$ cat src/rtl/store_unit_pkg.sv
// Shared types for the store back end: operation codes, data word and FSM state encodings.
package store_unit_pkg;

  typedef logic [31:0] word_t;
  typedef logic [3:0]  oper_t;

  localparam oper_t OP_NOP = 4'd0;
  localparam oper_t OP_SB  = 4'd1;
  localparam oper_t OP_SH  = 4'd2;
  localparam oper_t OP_SW  = 4'd3;

  typedef enum logic [1:0] {
    ST_IDLE  = 2'd0,
    ST_WRITE = 2'd1,
    ST_DONE  = 2'd2
  } state_t;

endpackage

$ cat src/rtl/store_unit_if.sv
// Request handshake and byte-wide memory write port of the store unit.
interface store_unit_if #(
  parameter int ADDR_WIDTH = 32
);
  import store_unit_pkg::*;

  logic                  req_valid;
  logic                  req_ready;
  oper_t                 req_op;
  word_t                 req_base;
  word_t                 req_imm;
  word_t                 req_data;
  logic                  mem_grant;
  logic                  mem_wr;
  logic [ADDR_WIDTH-1:0] mem_a;
  logic [7:0]            mem_dout;
  logic                  done;

  // Pipeline/arbiter side.
  modport master (
    output req_valid, req_op, req_base, req_imm, req_data, mem_grant,
    input  req_ready, mem_wr, mem_a, mem_dout, done
  );

  // Store unit side.
  modport slave (
    input  req_valid, req_op, req_base, req_imm, req_data, mem_grant,
    output req_ready, mem_wr, mem_a, mem_dout, done
  );

endinterface

$ cat src/rtl/store_unit.sv
// Executes one SB/SH/SW as a little-endian byte-serial write sequence, then pulses done.
module store_unit #(
  parameter int ADDR_WIDTH = 32
) (
  input  logic         clk_in,
  input  logic         rst_in,
  input  logic         rdy_in,
  store_unit_if.slave  bus
);
  import store_unit_pkg::*;

  state_t     state, state_nx;
  word_t      addr_q, data_q;
  logic [2:0] cnt_q;
  logic [1:0] k_q;
  word_t      eff_a;
  logic       accept, wr, last;

  function automatic logic [2:0] op_bytes(input oper_t op);
    case (op)
      OP_SB:   return 3'd1;
      OP_SH:   return 3'd2;
      OP_SW:   return 3'd4;
      default: return 3'd0;
    endcase
  endfunction

  assign eff_a = addr_q + {30'd0, k_q};
  assign last  = ({1'b0, k_q} == (cnt_q - 3'd1));

  always_comb begin
    state_nx = state;
    accept   = 1'b0;
    wr       = 1'b0;
    case (state)
      ST_IDLE: begin
        accept = bus.req_valid && rdy_in;
        if (accept)
          state_nx = (op_bytes(bus.req_op) == 3'd0) ? ST_DONE : ST_WRITE;
      end
      ST_WRITE: begin
        // A byte goes out only on a granted, enabled cycle; otherwise k holds.
        wr = bus.mem_grant && rdy_in;
        if (wr && last) state_nx = ST_DONE;
      end
      ST_DONE: begin
        if (rdy_in) state_nx = ST_IDLE;
      end
      default: state_nx = ST_IDLE;
    endcase
  end

  assign bus.req_ready = (state == ST_IDLE);
  assign bus.done      = (state == ST_DONE);
  assign bus.mem_wr    = wr;
  assign bus.mem_a     = eff_a[ADDR_WIDTH-1:0];
  assign bus.mem_dout  = data_q[{k_q, 3'b000} +: 8];

  always_ff @(posedge clk_in) begin
    if (rst_in) begin
      state  <= ST_IDLE;
      addr_q <= '0;
      data_q <= '0;
      cnt_q  <= '0;
      k_q    <= '0;
    end else if (rdy_in) begin
      state <= state_nx;
      if (accept) begin
        addr_q <= bus.req_base + bus.req_imm;
        data_q <= bus.req_data;
        cnt_q  <= op_bytes(bus.req_op);
        k_q    <= '0;
      end else if (wr && !last) begin
        k_q <= k_q + 2'd1;
      end
    end
  end

endmodule

$ cat src/flat_wrapper.sv
// flat-port wrapper written by rule: the top's interface ports become plain ports
module store_unit_flat import store_unit_pkg::*;
#(
  parameter int ADDR_WIDTH = 32
)
  (clk_in, rst_in, rdy_in, bus_req_valid, bus_req_op, bus_req_base, bus_req_imm, bus_req_data, bus_mem_grant, bus_req_ready, bus_mem_wr, bus_mem_a, bus_mem_dout, bus_done);
  store_unit_if #(.ADDR_WIDTH(ADDR_WIDTH)) bus_i ();
  input  logic clk_in;
  input  logic rst_in;
  input  logic rdy_in;
  input wire logic [$bits(bus_i.req_valid)-1:0] bus_req_valid;
  input wire logic [$bits(bus_i.req_op)-1:0] bus_req_op;
  input wire logic [$bits(bus_i.req_base)-1:0] bus_req_base;
  input wire logic [$bits(bus_i.req_imm)-1:0] bus_req_imm;
  input wire logic [$bits(bus_i.req_data)-1:0] bus_req_data;
  input wire logic [$bits(bus_i.mem_grant)-1:0] bus_mem_grant;
  output wire logic [$bits(bus_i.req_ready)-1:0] bus_req_ready;
  output wire logic [$bits(bus_i.mem_wr)-1:0] bus_mem_wr;
  output wire logic [$bits(bus_i.mem_a)-1:0] bus_mem_a;
  output wire logic [$bits(bus_i.mem_dout)-1:0] bus_mem_dout;
  output wire logic [$bits(bus_i.done)-1:0] bus_done;
  assign bus_i.req_valid = bus_req_valid;
  assign bus_i.req_op = bus_req_op;
  assign bus_i.req_base = bus_req_base;
  assign bus_i.req_imm = bus_req_imm;
  assign bus_i.req_data = bus_req_data;
  assign bus_i.mem_grant = bus_mem_grant;
  assign bus_req_ready = bus_i.req_ready;
  assign bus_mem_wr = bus_i.mem_wr;
  assign bus_mem_a = bus_i.mem_a;
  assign bus_mem_dout = bus_i.mem_dout;
  assign bus_done = bus_i.done;
  store_unit #(.ADDR_WIDTH(ADDR_WIDTH)) u_core (.clk_in(clk_in), .rst_in(rst_in), .rdy_in(rdy_in), .bus(bus_i));
endmodule
$ cat config.mk
export PLATFORM = sky130hd
export DESIGN_NAME = store_unit_flat
export DESIGN_NICKNAME = d
export VERILOG_FILES = /design/src/rtl/store_unit_pkg.sv /design/src/rtl/store_unit_if.sv /design/src/rtl/store_unit.sv /design/src/flat_wrapper.sv
export SDC_FILE = /design/constraint.sdc
export NUM_CORES = 1
export LEC_CHECK = 0
export ABC_CLOCK_PERIOD_IN_PS = 6650
export BUFFER_PORTS_ARGS = -buffer_cell sky130_fd_sc_hd__buf_4
export CORE_ASPECT_RATIO = 1.4
export CORE_MARGIN = 8
export CORE_UTILIZATION = 40
export DETAILED_ROUTE_END_ITERATION = 7
export GPL_ROUTABILITY_DRIVEN = 0
export GPL_TIMING_DRIVEN = 0
export PLACE_DENSITY_LB_ADDON = 0.15
export SYNTH_ARGS = -nofsm -noshare
export SYNTH_HDL_FRONTEND = slang
export SYNTH_SLANG_ARGS = --single-unit
$ cat constraint.sdc
create_clock -name clk_in -period 6.65 [get_ports clk_in]
set_input_delay 0.665 -clock clk_in [delete_from_list [all_inputs] [get_ports clk_in]]
set_output_delay 0.665 -clock clk_in [all_outputs]
set_load 0.02 [all_outputs]
==> metrics <==
Main synth FF type=dfxtp_1; Critical-path top delay cell=dfxtp_1; TritonCTS clock tree=done; Startpoint Class=flop; Worst Hold Class=reg -> reg; Achievable Freq=331.8 MHz; global route hottest layer=met2; period utilization=45.32%; CTS Hold Bufs=0; WP data required=5.98 ns; Post-synth EDFFs=0; IO Port Bufs=146; num rows=49; Vias/cell=5.448; # resized after CTS=0; RSZ-0062 raised after global routing=false; I/O pin cnt=148; Yosys cell types=63; clk_lat worst skew=0.33 ns; first-pass GRT wire length=26390 µm; ant diodes=0; number of DRC markers in iteration 0=231; Mapped Nets=815; met3 Track Usage GR=3.613%; fin. max-slew vios=0; met2 Use GR=36.51%; Register Area=1421 µm²; crit path time final=3.014 ns; fillcell total=1233; WL per Instance=16.67 µm; Leakage=0.002882 µW; Final nets=972; CP delay by family, top=simple AND/OR/NAND/NOR gates; clk slew on worst S/H paths=0.06 ns; vias in the first global route=5542; # setup viols final=0; Slew HR=50.30%; grt met1 use=20.52%; initial core utilization=40.61%; # DRC=0; Routed WL=16490 µm; Die W=112.2 µm; Core ar.=12750 µm²; Setup Fix Bufs, Post-CTS=0; max incr delay on CP=0.40 ns; H-tree depth=3; hpwl dp=13410 µm; Ys Warns=0; die area=16900 µm²; 1st-pass router iterations=5; Yosys reg bits=71; worst-path maximum fanout=5; Fin. Hold Viols=0; worst-margin pin slew=0.7455 ns; ys async rst share=0%; routed via count=5388; Clock Skews=0.006441 ns; crit-path cells=and3_1, nand3_1, nor3_1, nand2_1, nor2_1, nand3_1, xnor2_1, buf_4; most frequent CP cell=nand3_1; CTS sink cnt=71; GR Util All Layers=19.29%; Seq/Total Area, Yosys=27.45%; max cap viols=0; Cells after Synth=674; share of layout cells above drive strength 1=24.64%; grt total ovfl=0; Multi-input gate area=3551 µm²; clock buffer depth=2; PD cells=209.0 nW/µm²; crit path kind=reg -> out; WP data arrival=2.35 ns; area growth from synthesis to layout=31.55%; Worst setup EP type=primary output; status=complete, no violations; Worst VDD drop=0.1367 mV; hold_ws=0.4502 ns; CTS root buf=clkbuf_16; final antenna-violating net count=0; initial antenna violation count=0; largest net degree at the start of global routing=13; Post-Route Setup TNS=0 ns; mapped cell area=5179 µm²; Syn Area/Cell=7.684 µm²; CTS buffer count=9; crit path buf inv count=1; die height=150.6 µm
## metal layers
metal	vias up	share of wire [%]	routed length (µm)
li1	2702	-	-
met2	153	52	8609
met1	2511	40	6638
met3	22	5.2	865
met5	-	0	0
met4	0	2.3	376
## flip-flops by register name, summed over array words and instances (netlist names)
signal,cells
u_core.state,2
u_core.data_q,32
u_core.k_q,2
u_core.cnt_q,3
u_core.addr_q,32
## stage by stage
step	total power (µW)	utilization, %	cell area, µm²	std cells	worst slack, ns
6_report	1424	53.42	6813	989	3.636
5_1_grt	1492	53.42	6813	989	3.404
4_1_cts	1431	53.42	6813	989	3.619
3_5_place_dp	878.9	50.71	6466	973	3.588
3_3_place_gp	872.0	50.71	6466	973	3.625
2_1_floorplan	728.1	-	5179	674	4.039
## cell usage in the layout, fill, tap and decap left out, types with 2 or more instances in the layout
master     count
and3_1        12
o21ai_1        7
nand3_1       21
nand3_2        2
dfxtp_1       71
and2_1         4
o21a_1         7
nor2b_1        5
clkinv_2       2
mux2i_1        3
nor4_1         2
fa_1           2
a21oi_1       71
bufinv_16      3
a31oi_1        8
a221o_1        2
ha_1          34
nand3b_1       4
clkbuf_16      9
nand4_1       13
nor3_1        19
xor2_1        20
o211ai_1       6
inv_1          8
or3_1          3
a21oi_2        5
and4_1         3
buf_4        147
o21ai_2        3
nand2_1      144
nor2_1        48
xnor2_1       35
buf_6          5
a211oi_1       5
mux4_2         8
a21o_2         4
a21o_1         8
o21ai_0       28
buf_2          5
clkbuf_1      22
## power by group
group,switching (µW),internal [µW]
logic,219,173
clock network,178,375
registers,25.4,453
total,423,1000
## kinds of logic after synthesis
group / synth area share, %
AO/OA/AOI/OAI: 20.46
XOR/XNOR: 9.302
flip-flops: 27.45
adder cells (fa/ha/maj): 8.988
AND/OR/NAND/NOR: 25.54
multiplexers: 4.276
buffers and inverters: 3.986
## cell type report
type,count,share of cell area [%]
buffer,34,2.590
clock buffer,10,3.508
clock inverter,6,1.579
inverter,8,0.4408
multi-input combinational,561,52.12
sequential,71,20.86
tap,153,2.810
timing repair buffer,146,16.09
## final timing paths
kind,end,cells past startpoint,from,slack [ns]
worst min-delay path,u_core.data_q[16],2,u_core.data_q[16],0.45
worst max-delay path,bus_mem_a[27],8,u_core.addr_q[4],3.64
worst min register to register,u_core.data_q[16],2,u_core.data_q[16],0.45
worst max register to register,u_core.addr_q[6],6,u_core.state[1],4.66
## worst reg2reg max path: cells and delay by family (launching register included)
kind / cells / cell delay [ns]
and+or+nand+nor: 3 / 0.44
DFF: 1 / 0.44
AOI/OAI and AO/OA: 1 / 0.14
buffers and inverters: 2 / 0.88
## Yosys cell counts (12+ instances only)
cell      instances  area [µm²]
a21oi_1          71       355.3
and3_1           12       75.07
clkbuf_1         22       82.58
dfxtp_1          71        1421
ha_1             34       425.4
nand2_1         144       540.5
nand3_1          21       105.1
nand4_1          13       81.33
nor2_1           48       180.2
nor3_1           19       95.09
o21ai_0          28       140.1
xnor2_1          35       306.5
xor2_1           20       175.2
(Power assumes the default switching activity.)
